**config.mk**
```make
export PLATFORM = sky130hd
export DESIGN_NAME = uart_cfg
export DESIGN_NICKNAME = d
export VERILOG_FILES = /design/src/rtl/uart_cfg.sv
export SDC_FILE = /design/constraint.sdc
export NUM_CORES = 1
export LEC_CHECK = 0
export CAP_MARGIN = 15
export CORE_MARGIN = 2
export CORE_UTILIZATION = 30
export DETAILED_ROUTE_END_ITERATION = 10
export PLACE_DENSITY = 0.46
export SETUP_SLACK_MARGIN = 0.5
export SLEW_MARGIN = 20
export SYNTH_ARGS = -nofsm -noshare
export SYNTH_HDL_FRONTEND = slang
export SYNTH_SLANG_ARGS = --single-unit
```
**constraint.sdc**
```tcl
create_clock -name clk -period 2.28 [get_ports clk]
set_input_delay 0.228 -clock clk [delete_from_list [all_inputs] [get_ports clk]]
set_output_delay 0.228 -clock clk [all_outputs]
set_load 0.01 [all_outputs]
```
**src/rtl/uart_cfg.sv**
```systemverilog
// uart_cfg: parametrised full-duplex UART with configurable data width,
// parity (none/even/odd) and one or two stop bits.
//
// Parameters:
//   CLK_FREQ_MHZ, BAUD : DIVIDER = CLK_FREQ_MHZ*1e6/BAUD clocks per bit (>= 4)
//   DATA_BITS          : payload width, 5..9
//   PARITY             : 0 none, 1 even, 2 odd
//   STOP_BITS          : 1 or 2
//
// Ports:
//   clk, rst            : clock, synchronous active-low reset
//   tx                  : serial output, idle high
//   tx_data, tx_start   : payload and level send request
//   tx_busy             : transmit frame in progress
//   tx_clkpulse         : one-cycle strobe at mid-bit of every transmitted bit
//   rx                  : asynchronous serial input
//   rx_data, rx_valid   : last received payload, one-cycle completion strobe
//   rx_busy             : receiver inside a frame
//   rx_parity_err       : parity mismatch on last frame
//   rx_frame_err        : a stop bit sampled low on last frame
//
// Handshake: tx_start is a level request. While the transmitter is idle, a
// high tx_start at a clock edge accepts a frame and latches tx_data; tx_busy
// stays high for the whole frame and neither input is looked at again until
// the transmitter is back in idle. There is no backpressure on the receive
// side: rx_valid is a single-cycle strobe and rx_data/error flags hold until
// the next strobe.
module uart_cfg #(
  parameter int CLK_FREQ_MHZ = 12,
  parameter int BAUD         = 1200000,
  parameter int DATA_BITS    = 8,
  parameter int PARITY       = 0,
  parameter int STOP_BITS    = 1
) (
  input  logic                 clk,
  input  logic                 rst,
  output logic                 tx,
  input  logic [DATA_BITS-1:0] tx_data,
  input  logic                 tx_start,
  output logic                 tx_busy,
  output logic                 tx_clkpulse,
  input  logic                 rx,
  output logic [DATA_BITS-1:0] rx_data,
  output logic                 rx_valid,
  output logic                 rx_busy,
  output logic                 rx_parity_err,
  output logic                 rx_frame_err
);

  localparam int DIVIDER = CLK_FREQ_MHZ * 1000000 / BAUD;
  localparam int CW      = (DIVIDER > 1) ? $clog2(DIVIDER) : 1;
  localparam int IW      = 4;

  localparam logic [CW-1:0] CNT_LAST    = CW'(DIVIDER - 1);
  localparam logic [CW-1:0] CNT_MID     = CW'(DIVIDER / 2);
  localparam logic [CW-1:0] CNT_HALF_M1 = CW'(DIVIDER / 2 - 1);
  localparam logic [CW-1:0] CNT_ONE     = CW'(1);

  localparam logic [IW-1:0] IDX_DATA_LAST = IW'(DATA_BITS - 1);
  localparam logic [IW-1:0] IDX_STOP_LAST = IW'(STOP_BITS - 1);
  localparam logic [IW-1:0] IDX_ONE       = IW'(1);

  localparam logic HAS_PAR = (PARITY != 0);
  localparam logic ODD     = (PARITY == 2);

  generate
    if (DIVIDER < 4) begin : g_bad_divider
      $error("uart_cfg: DIVIDER must be at least 4");
    end
    if (DATA_BITS < 5 || DATA_BITS > 9) begin : g_bad_data_bits
      $error("uart_cfg: DATA_BITS must be 5..9");
    end
    if (PARITY < 0 || PARITY > 2) begin : g_bad_parity
      $error("uart_cfg: PARITY must be 0, 1 or 2");
    end
    if (STOP_BITS < 1 || STOP_BITS > 2) begin : g_bad_stop_bits
      $error("uart_cfg: STOP_BITS must be 1 or 2");
    end
  endgenerate

  typedef enum logic [2:0] {
    S_IDLE   = 3'd0,
    S_START  = 3'd1,
    S_DATA   = 3'd2,
    S_PARITY = 3'd3,
    S_STOP   = 3'd4
  } state_t;

  // ---------------------------------------------------------------- transmit
  state_t                 tx_state, tx_state_n;
  logic [CW-1:0]          tx_cnt, tx_cnt_n;
  logic [IW-1:0]          tx_idx, tx_idx_n;
  logic [DATA_BITS-1:0]   tx_sh, tx_sh_n;
  logic                   tx_par, tx_par_n;
  logic                   tx_bit_end;

  always_ff @(posedge clk) begin
    if (!rst) begin
      tx_state <= S_IDLE;
      tx_cnt   <= '0;
      tx_idx   <= '0;
      tx_sh    <= '0;
      tx_par   <= 1'b0;
    end else begin
      tx_state <= tx_state_n;
      tx_cnt   <= tx_cnt_n;
      tx_idx   <= tx_idx_n;
      tx_sh    <= tx_sh_n;
      tx_par   <= tx_par_n;
    end
  end

  always_comb begin
    tx_state_n = tx_state;
    tx_cnt_n   = tx_cnt;
    tx_idx_n   = tx_idx;
    tx_sh_n    = tx_sh;
    tx_par_n   = tx_par;
    tx_bit_end = (tx_cnt == CNT_LAST);

    if (tx_state != S_IDLE) begin
      tx_cnt_n = tx_bit_end ? '0 : tx_cnt + CNT_ONE;
    end

    case (tx_state)
      S_IDLE: begin
        if (tx_start) begin
          tx_state_n = S_START;
          tx_cnt_n   = '0;
          tx_idx_n   = '0;
          tx_sh_n    = tx_data;
          tx_par_n   = (^tx_data) ^ ODD;
        end
      end
      S_START: begin
        if (tx_bit_end) begin
          tx_state_n = S_DATA;
          tx_idx_n   = '0;
        end
      end
      S_DATA: begin
        if (tx_bit_end) begin
          // The line always shows tx_sh[0]; shift to present the next bit.
          tx_sh_n = tx_sh >> 1;
          if (tx_idx == IDX_DATA_LAST) begin
            tx_state_n = HAS_PAR ? S_PARITY : S_STOP;
            tx_idx_n   = '0;
          end else begin
            tx_idx_n = tx_idx + IDX_ONE;
          end
        end
      end
      S_PARITY: begin
        if (tx_bit_end) begin
          tx_state_n = S_STOP;
          tx_idx_n   = '0;
        end
      end
      S_STOP: begin
        if (tx_bit_end) begin
          if (tx_idx == IDX_STOP_LAST) begin
            tx_state_n = S_IDLE;
            tx_idx_n   = '0;
          end else begin
            tx_idx_n = tx_idx + IDX_ONE;
          end
        end
      end
      default: begin
        tx_state_n = S_IDLE;
        tx_cnt_n   = '0;
        tx_idx_n   = '0;
      end
    endcase
  end

  always_comb begin
    case (tx_state)
      S_START:  tx = 1'b0;
      S_DATA:   tx = tx_sh[0];
      S_PARITY: tx = tx_par;
      default:  tx = 1'b1;
    endcase
  end

  assign tx_busy     = (tx_state != S_IDLE);
  assign tx_clkpulse = (tx_state != S_IDLE) && (tx_cnt == CNT_MID);

  // ----------------------------------------------------------------- receive
  logic [1:0]             rx_sync;
  logic                   rx_s;
  state_t                 rx_state, rx_state_n;
  logic [CW-1:0]          rx_cnt, rx_cnt_n;
  logic [IW-1:0]          rx_idx, rx_idx_n;
  logic [DATA_BITS-1:0]   rx_sh, rx_sh_n;
  logic                   rx_par_bad, rx_par_bad_n;
  logic                   rx_stop_bad, rx_stop_bad_n;
  logic [DATA_BITS-1:0]   rx_data_n;
  logic                   rx_valid_n, rx_parity_err_n, rx_frame_err_n;
  logic                   rx_sample;

  // Synchroniser resets to the idle line level so reset never looks like a
  // start bit.
  always_ff @(posedge clk) begin
    if (!rst) rx_sync <= 2'b11;
    else      rx_sync <= {rx_sync[0], rx};
  end
  assign rx_s = rx_sync[1];

  always_ff @(posedge clk) begin
    if (!rst) begin
      rx_state      <= S_IDLE;
      rx_cnt        <= '0;
      rx_idx        <= '0;
      rx_sh         <= '0;
      rx_par_bad    <= 1'b0;
      rx_stop_bad   <= 1'b0;
      rx_data       <= '0;
      rx_valid      <= 1'b0;
      rx_parity_err <= 1'b0;
      rx_frame_err  <= 1'b0;
    end else begin
      rx_state      <= rx_state_n;
      rx_cnt        <= rx_cnt_n;
      rx_idx        <= rx_idx_n;
      rx_sh         <= rx_sh_n;
      rx_par_bad    <= rx_par_bad_n;
      rx_stop_bad   <= rx_stop_bad_n;
      rx_data       <= rx_data_n;
      rx_valid      <= rx_valid_n;
      rx_parity_err <= rx_parity_err_n;
      rx_frame_err  <= rx_frame_err_n;
    end
  end

  always_comb begin
    rx_state_n      = rx_state;
    rx_cnt_n        = rx_cnt;
    rx_idx_n        = rx_idx;
    rx_sh_n         = rx_sh;
    rx_par_bad_n    = rx_par_bad;
    rx_stop_bad_n   = rx_stop_bad;
    rx_data_n       = rx_data;
    rx_valid_n      = 1'b0;
    rx_parity_err_n = rx_parity_err;
    rx_frame_err_n  = rx_frame_err;
    // After the start bit is confirmed at its middle, the counter restarts
    // so every later sample lands one full bit period later: mid-bit.
    rx_sample       = (rx_cnt == CNT_LAST);

    if (rx_state != S_IDLE && rx_state != S_START) begin
      rx_cnt_n = rx_sample ? '0 : rx_cnt + CNT_ONE;
    end

    case (rx_state)
      S_IDLE: begin
        if (!rx_s) begin
          rx_state_n = S_START;
          rx_cnt_n   = '0;
        end
      end
      S_START: begin
        if (rx_cnt == CNT_HALF_M1) begin
          rx_cnt_n = '0;
          if (rx_s) begin
            // Line back high at mid start bit: a glitch, not a frame.
            rx_state_n = S_IDLE;
          end else begin
            rx_state_n    = S_DATA;
            rx_idx_n      = '0;
            rx_par_bad_n  = 1'b0;
            rx_stop_bad_n = 1'b0;
          end
        end else begin
          rx_cnt_n = rx_cnt + CNT_ONE;
        end
      end
      S_DATA: begin
        if (rx_sample) begin
          // LSB arrives first; shifting in at the top leaves it at bit 0.
          rx_sh_n = {rx_s, rx_sh[DATA_BITS-1:1]};
          if (rx_idx == IDX_DATA_LAST) begin
            rx_state_n = HAS_PAR ? S_PARITY : S_STOP;
            rx_idx_n   = '0;
          end else begin
            rx_idx_n = rx_idx + IDX_ONE;
          end
        end
      end
      S_PARITY: begin
        if (rx_sample) begin
          rx_par_bad_n = (^rx_sh) ^ rx_s ^ ODD;
          rx_state_n   = S_STOP;
          rx_idx_n     = '0;
        end
      end
      S_STOP: begin
        if (rx_sample) begin
          if (rx_idx == IDX_STOP_LAST) begin
            rx_state_n      = S_IDLE;
            rx_idx_n        = '0;
            rx_valid_n      = 1'b1;
            rx_data_n       = rx_sh;
            rx_parity_err_n = rx_par_bad;
            rx_frame_err_n  = rx_stop_bad | ~rx_s;
          end else begin
            rx_stop_bad_n = rx_stop_bad | ~rx_s;
            rx_idx_n      = rx_idx + IDX_ONE;
          end
        end
      end
      default: begin
        rx_state_n = S_IDLE;
        rx_cnt_n   = '0;
        rx_idx_n   = '0;
      end
    endcase
  end

  assign rx_busy = (rx_state != S_IDLE);

endmodule

```
Word level (Yosys, flattened, before mapping)
Cells that the tools add are included.
{ "classes": {"addsub": 4, "n_eq_ne": 32, "n_mux": 53, "bitwise_logic": 4, "n_reduce_logical": 27} }
{ "op_table": {"columns": ["operator", "n"], "rows": [
  ["2-to-1 mux 4 bit", 20],
  ["2-to-1 mux 3 bit", 14],
  ["inequality test 2 bit (second input constant)", 16],
  ["one-hot mux 3 bit (5 select lines)", 2],
  ["one-hot mux 4 bit (5 select lines)", 1],
  ["adder 4 x 1 -> 4 bit (second input constant)", 4],
  ["equality test 4 x 3 -> 1 bit (second input constant)", 4],
  ["2-to-1 mux 8 bit", 2],
  ["one-hot mux 4 bit (4 select lines)", 1],
  ["one-hot mux 8 bit (2 select lines)", 1],
  ["XOR reduction 8 bit", 2],
  ["AND reduction 7 bit", 2],
  ["equality test 3 x 2 -> 1 bit (second input constant)", 4],
  ["one-hot mux 4 bit (3 select lines)", 1],
  ["AND reduction 3 bit", 3],
  ["equality test 4 bit (second input constant)", 2],
  ["logical NOT 4 bit", 2],
  ["one-hot mux 4 bit (2 select lines)", 1],
  ["AND reduction 4 bit", 2],
  ["equality test 3 x 1 -> 1 bit (second input constant)", 2],
  ["equality test 3 bit (second input constant)", 2],
  ["logical NOT 3 bit", 2],
  ["2-to-1 mux 1 bit", 6],
  ["AND reduction 6 bit", 1],
  ["other kinds (16)", 23]
]} }
{ "word_totals": {"regBits": 54, "input_bits": 12, "output_inout_bits": 15, "wordCells": 136} }

Depth between registers and ports, before layout
Gate-level depths: netlist of the first run.
{ "logic_depth": {"ltp_word": 5, "mapped_depth": 8, "mapped_depth_nobuf": 7} }

Worst setup path before layout of the first run
Ideal clock, no wire load.
{ "synth_path": {"path_kind": "reg2reg", "start": "reg rx_idx[0]", "end": "reg rx_state[0]", "setup_ns": 0.128, "t_arrival_ns": 1.686, "t_required_ns": 2.152, "path_slack_ns": 0.466, "stages_incl_launch_ff": 9, "path_buffers": 1, "synth_period_minus_slack_ns": 1.814, "cell_sequence": "dfxtp_1 inv_1 ha_1 or3b_1 clkbuf_1 a22oi_1 o2111ai_1 mux2i_1 nor2_1"} }
{ "synth_via": {"elab_chain_cells": 3, "word_cells_on_any_way": 5, "classes_between": "eq/ne: 3; reduce/logical: 2"} }
{ "synth_rtl": {"columns": ["element", "line_no", "rtl"], "rows": [
  ["start: declaration", "194", "logic [IW-1:0] rx_idx, rx_idx_n;"],
  ["start signal: assignment", "225", "rx_idx <= rx_idx_n;"],
  ["equality test 4 x 3 -> 1 bit / logical NOT 4 bit (equally long branches)", "282, 299", null],
  ["inequality test 2 bit (no line)", null, null],
  ["AND reduction 7 bit (no line) *", null, null],
  ["end signal: assignment", "223", "rx_state <= rx_state_n;"],
  ["end: declaration", "192", "state_t rx_state, rx_state_n;"]
]} }
Every way passes the cells marked *; elsewhere a longest branch is shown, timed or not.
A chain may end at the register's enable or synchronous reset.

Final worst setup path of the first run
{ "layout_path": {"start": "reg rx_idx[0]", "end": "reg rx_data[6]"} }
{ "layout_via": {"elab_chain_cells": 2} }
{ "layout_rtl": {"columns": ["element", "line_no", "rtl"], "rows": [
  ["logical NOT 4 bit", "299", "if (rx_idx == IDX_STOP_LAST) begin"],
  ["AND reduction 3 bit (no line)", null, null],
  ["end signal: assignment", "229", "rx_data <= rx_data_n;"],
  ["end: declaration", "43", "output logic [DATA_BITS-1:0] rx_data,"]
]} }
No other way between the ends.

==> impl_metrics.py, run 1 <==
metrics = {
    "worst_setup_path": {
        "start_kind": "register",
        "ff2ff_path_depth": 7,
        "worstSetupEndpointType": "register",
        "required_ns": 2.48,
        "setup.worst_path.class": "reg -> reg",
        "critical_path_arrival_ns": 1.97,
        "cp_max_fo": 5,
    },
    "synth": {
        "ys_ff_latch": 54,
        "syn-instance-count": 328,
        "async_flop_share": 0,
        "synth-seq-area-share": 0.387,
        "yosys_warnings": 0,
        "syn_area_per_cell_um2": 8.53,
        "synth-xor-area-share": 0.0613,
        "syn_area_um2": 2800,
        "ys.flop_type": "dfxtp_1",
        "synth_edf_count": 0,
        "synth_compound_area_frac": 0.177,
        "synth_top_family_by_area": "simple AND/OR/NAND/NOR gates",
        "synth_top_area_cell": "dfxtp_1",
        "synth_simple_gate_area_frac": 0.241,
        "mappedNetlistNets": 349,
        "synth-adder-area-share": 0.0403,
        "ys_types": 55,
        "synthMuxAreaShare": 0.0358,
        "synth_area_leaders": "dfxtp_1 39%, a21oi_1 5.7%, nand2_1 5.5%, xnor2_1 4.1%, ha_1 4.0%",
        "synth_top_area_frac": 0.387,
    },
    "timing": {
        "clock-skew-final_ns": 0.00947,
        "worst_slack_ns": 0.508,
        "tns_ns": 0,
        "setup_violations": 0,
        "slew_headroom": 0.668,
        "post-route-period-util": 0.777,
        "rsz0062_at_grt": "true",
        "hold_slack_ns": 0.422,
        "finalMaxSlewViolations": 0,
        "hold_viol": 0,
        "fmax_mhz": 564,
        "post-route-min-period_ns": 1.77,
        "tightest_slew_ns": 0.491,
    },
    "floorplanning": {
        "ios": 27,
        "dieWidth_um": 101,
        "rows": 35,
        "initial_core_util": 0.306,
        "dieArea_um2": 10100,
        "core_um2": 9150,
        "die_h_um": 101,
    },
    "power_and_ir_drop": {
        "ir_drop_mv": 0.243,
        "power_uw": 2170,
        "p_per_area_nw_per_um2": 607,
        "leakage_uw": 0.00138,
    },
    "grt": {
        "overflow": 0,
        "grt_max_degree": 38,
        "antenna_found_initial": 0,
        "grt_pass1_wl_um": 11000,
        "groute.usage.overall": 0.136,
        "grt_pass1_vias": 2299,
    },
    "route": {
        "wl_met1_um": 3360,
        "wl_met3_um": 169,
        "wl_per_cell_um": 13.7,
        "viasPerCell": 4.97,
        "wl_met2_um": 3000,
        "drc": 0,
        "drt-initial-drc-count": 59,
        "ant_nets": 0,
        "drt_first_pass_iters": 4,
        "topRoutingLayerUsed": "met4",
        "routed-via-count": 2397,
        "totalWireLength_um": 6580,
    },
    "cells_and_area": {
        "n_antenna_cell": 0,
        "area_delta_synth_final_pct": 27.9,
        "nets": 391,
        "drive_gt1_frac": 0.224,
        "finish.instance_area_um2": 3580,
    },
    "outcome": {
        "status": "finished, final reports clean",
    },
    "min_path": {
        "hold_depth": 1,
        "hp-class": "reg -> reg",
    },
    "cts": {
        "cts.clk_slew.worst_paths_ns": 0.11,
        "insertion_delay_ns": 0.32,
        "cts_tree": "yes",
        "numCtsBuffers": 5,
        "clock_sink_count": 54,
        "root_buffer": "clkbuf_8",
        "h-tree-depth": 2,
        "clk_path_buf_depth": 2,
    },
    "placed_design": {
        "gp_congestion": 0.777,
        "preCtsSetupSlack_ns": 0.352,
        "dp_hpwl_um": 4190,
        "dpl-instance-area_um2": 3170,
        "portBuffers": 26,
    },
    "flow_run": {
        "drv_cap": 0,
    },
}
metrics by stage:
step                instances   util
finish                    482  0.391
global route              482  0.391
CTS                       475  0.374
detailed placement        454  0.346
global placement          454  0.346
floorplan                 328      -
cell usage after synthesis, types with 2 or more instances:
cell / instances
nor2_1: 27
xor2_1: 4
ha_1: 9
o211a_1: 4
dfxtp_1: 54
o21a_1: 2
a22oi_1: 2
buf_2: 3
mux2i_1: 10
and4b_1: 2
nor2b_1: 3
or2_2: 2
nand3_1: 16
a211oi_1: 7
nor3_1: 5
xnor2_1: 13
nor2_2: 3
o211ai_1: 2
nand2b_1: 7
o31ai_1: 2
nand4_1: 2
buf_6: 3
nand2_1: 41
a21oi_1: 32
nor3b_1: 4
or3_1: 2
o21ai_0: 6
nand3b_1: 7
inv_1: 13
a211oi_2: 3
clkbuf_1: 12
o22a_1: 2
nor4_1: 2
where the power goes:
group	internal, µW	switching (µW)
sequential	986	49.5
clock	336	355
combinational	227	218
registers in the layout (all words and copies together) (netlist names):
name / flops
rx_cnt: 4
rx_data: 8
rx_frame_err: 1
rx_idx: 4
rx_par_bad: 1
rx_parity_err: 1
rx_sh: 8
rx_state: 3
rx_stop_bad: 1
rx_sync: 2
rx_valid: 1
tx_cnt: 4
tx_idx: 4
tx_par: 1
tx_sh: 8
tx_state: 3
final cells by class:
type                            count  area (µm²)
Inverter                           13        51.3
Sequential cell                    54        1100
Tap cell                          111         139
Clock inverter                      3        47.5
Fill cell                         944        5580
Clock buffer                        5        68.8
Multi-Input combinational cell    243        1690
Timing Repair Buffer               53         474
kinds of logic after synthesis:
group / count (synthesis)
AOI/OAI and AO/OA: 72
adders and majority gates: 9
DFF: 54
buffers and inverters: 33
muxes: 10
and+or+nand+nor: 132
xor gates and xnor gates: 18
worst paths after layout:
kind	start	to	slack (ns)
setup / recovery	rx_idx[0]	rx_data[6]	0.51
hold / removal	rx_sync[0]	rx_sync[1]	0.42
setup reg to reg	rx_idx[0]	rx_data[6]	0.51
hold reg to reg	rx_sync[0]	rx_sync[1]	0.42
what timing repair did:
action,in CTS,in global routing
cloned,1,1
hold buffers,0,0
setup endpoints to repair,32,33
pin swaps,4,19
buffers inserted,12,6
resized for setup,20,30
per-layer routing:
| layer | track usage | vias up |
|---|---|---|
| met3 | 0.0284 | 4 |
| met2 | 0.216 | 28 |
| met5 | 0 | - |
| li1 | - | 1226 |
| met1 | 0.184 | 1139 |
| met4 | 0.0411 | 0 |
worst max-delay path: stages, from the launching register on:
cell,delay [ns]
dfxtp_4,0.38
inv_4,0.06
ha_4,0.10
or3b_4,0.39
buf_4,0.15
or3_4,0.44
nand2_2,0.08
a21oi_1,0.05
placed cells by master (no fill, tap or decap), drive strengths merged, types with 5 or more instances in the layout:
cell / n
clkbuf: 5
nand2: 41
xnor2: 13
buf: 27
ha: 9
nand2b: 7
nor2: 30
clkdlybuf4s50: 22
inv: 15
mux2i: 10
nand3b: 7
dfxtp: 54
o21ai: 9
nand3: 16
a21oi: 32
a211oi: 10
nor3: 6
(Power assumes the default switching activity.)
==> inputs of run 2 (changes only) <==
clock period = 1.65 ns   (was 2.28 ns; I/O delays follow)
==> run 2 against run 1 <==
Compared with the run above:
- the run now ends with negative setup slack left
- clock skew is 0.0041 ns higher
- core utilization is 9.1 points higher
- register-to-register slack got worse by 0.54 ns
==> impl_metrics.py, run 2 (synthesized netlist as in run 1, its figures left out) <==
metrics = {
    "worst_setup_path": {
        "slowest_stage": "or3b_4",
        "cp_max_fo": 3,
        "required_ns": 1.86,
        "cp_num_buf_inv": 2,
        "worstSetupEndpointType": "register",
        "critPathTopFamily": "simple AND/OR/NAND/NOR gates",
        "max_stage_delay_ns": 0.39,
        "setup.worst_path.class": "reg -> reg",
        "path_cells": "inv_2 > ha_4 > or3b_4 > a22oi_2 > buf_4 > nand2b_4 > a21boi_2 > o21a_1",
        "start_kind": "register",
        "critical_path_arrival_ns": 1.88,
        "ff2ff_path_depth": 8,
        "crit_cells": 8,
    },
    "timing": {
        "fmax_mhz": 596,
        "slew_headroom": 0.726,
        "rsz0062_at_grt": "true",
        "post-route-min-period_ns": 1.68,
        "worst_slack_ns": -0.0270,
        "setup_violations": 1,
        "finalMaxSlewViolations": 0,
        "clock-skew-final_ns": 0.0136,
        "post-route-period-util": 1.02,
        "hold_viol": 0,
        "tightest_slew_ns": 0.410,
    },
    "min_path": {
        "hp-class": "reg -> reg",
        "hold_depth": 1,
    },
    "route": {
        "wl_per_cell_um": 13.4,
        "drc": 0,
        "routed-via-count": 2575,
        "drt-initial-drc-count": 60,
        "viasPerCell": 4.84,
        "ant_nets": 0,
        "totalWireLength_um": 7150,
        "drt_first_pass_iters": 4,
    },
    "grt": {
        "antenna_found_initial": 0,
        "groute.usage.overall": 0.150,
        "grt_max_degree": 22,
        "grt_pass1_wl_um": 12300,
        "grt_pass1_vias": 2593,
        "overflow": 0,
    },
    "cells_and_area": {
        "regArea_um2": 1110,
        "fill_cells": 897,
        "finish.instance_area_um2": 4410,
        "nets": 441,
        "finalNonFillerCells": 532,
        "layout_common_cells": "44 x buf_4, 39 x dfxtp_1, 31 x nand2_1",
        "n_antenna_cell": 0,
        "reg.largest.list": "rx_data: 8 flops, rx_sh: 8 flops, tx_sh: 8 flops",
        "multi_input_area_um2": 2010,
        "area_delta_synth_final_pct": 57.7,
        "drive_gt1_frac": 0.442,
        "mostFrequentLayoutCell": "buf_4",
    },
    "cts": {
        "root_buffer": "clkbuf_8",
        "insertion_delay_ns": 0.31,
        "clock_sink_count": 54,
        "h-tree-depth": 2,
        "ctsHoldBuffers": 0,
        "clk_path_buf_depth": 2,
        "numCtsBuffers": 5,
        "cts_tree": "yes",
        "cts.clk_slew.worst_paths_ns": 0.11,
    },
    "floorplanning": {
        "rows": 35,
        "initial_core_util": 0.306,
        "ios": 27,
        "core_um2": 9150,
        "die_h_um": 101,
        "dieArea_um2": 10100,
        "dieWidth_um": 101,
    },
    "flow_run": {
        "drv_cap": 0,
    },
    "power_and_ir_drop": {
        "leakage_uw": 0.00179,
        "power_uw": 3260,
        "ir_drop_mv": 0.310,
        "p_per_area_nw_per_um2": 739,
    },
    "placed_design": {
        "portBuffers": 26,
        "dp_hpwl_um": 4790,
        "dpl-instance-area_um2": 3640,
        "dp.cells": 492,
        "gp_congestion": 0.777,
    },
    "outcome": {
        "status": "finished, violations left",
        "failed_checks": "negative setup slack",
    },
}
## run 2: where the power goes
group	internal, µW	total (µW)	switching [µW]
registers	1370	1420	52.3
logic	580	1020	444
clock network	319	818	498
## run 2: repair_timing
action,CTS,global route
pin swaps,35,22
endpoints found under the setup margin,67,60
resized for setup,105,38
setup buffers,24,5
cloned,3,0
## run 2: per-layer routing
layer,track usage,vias up,share of wire
met5,0,-,0
met4,0.0348,0,0.0074
met3,0.0229,5,0.015
met2,0.262,17,0.50
met1,0.196,1225,0.48
li1,-,1328,-
## run 2: layout make-up
cell class	instances	area share
Clock buffer	5	0.0156
Tap cell	111	0.0315
Multi-Input combinational cell	242	0.456
Sequential cell	54	0.253
Inverter	13	0.0111
Timing Repair Buffer	104	0.226
Clock inverter	3	0.00652
## run 2: through the flow
| step | setup TNS (ns) | utilization | setup WS (ns) | hold WS (ns) |
|---|---|---|---|---|
| 6_report | -0.0270 | 0.482 | -0.0270 | 0.415 |
| 5_1_grt | -0.904 | 0.482 | -0.0919 | 0.435 |
| 4_1_cts | -0.0139 | 0.464 | -0.00991 | 0.409 |
| 3_5_place_dp | -0.226 | 0.397 | -0.0242 | 0.404 |
| 3_3_place_gp | -0.141 | 0.397 | -0.0264 | 0.400 |
| 2_1_floorplan | -0.567 | - | -0.0938 | 0.266 |
## run 2: final timing paths
kind,end,startpoint,slack (ns)
max,rx_idx[3],rx_idx[1],-0.03
min,rx_sync[1],rx_sync[0],0.41
max reg2reg,rx_idx[3],rx_idx[1],-0.03
min reg2reg,rx_sync[1],rx_sync[0],0.41
## run 2: worst register-to-register path: cells and delay by family, from the launching register on
family,cells,cell delay (ns)
AND/OR/NAND/NOR,2,0.50
flip-flops,1,0.34
adder cells (fa/ha/maj),1,0.11
buffers and inverters,2,0.21
AO/OA/AOI/OAI,3,0.42
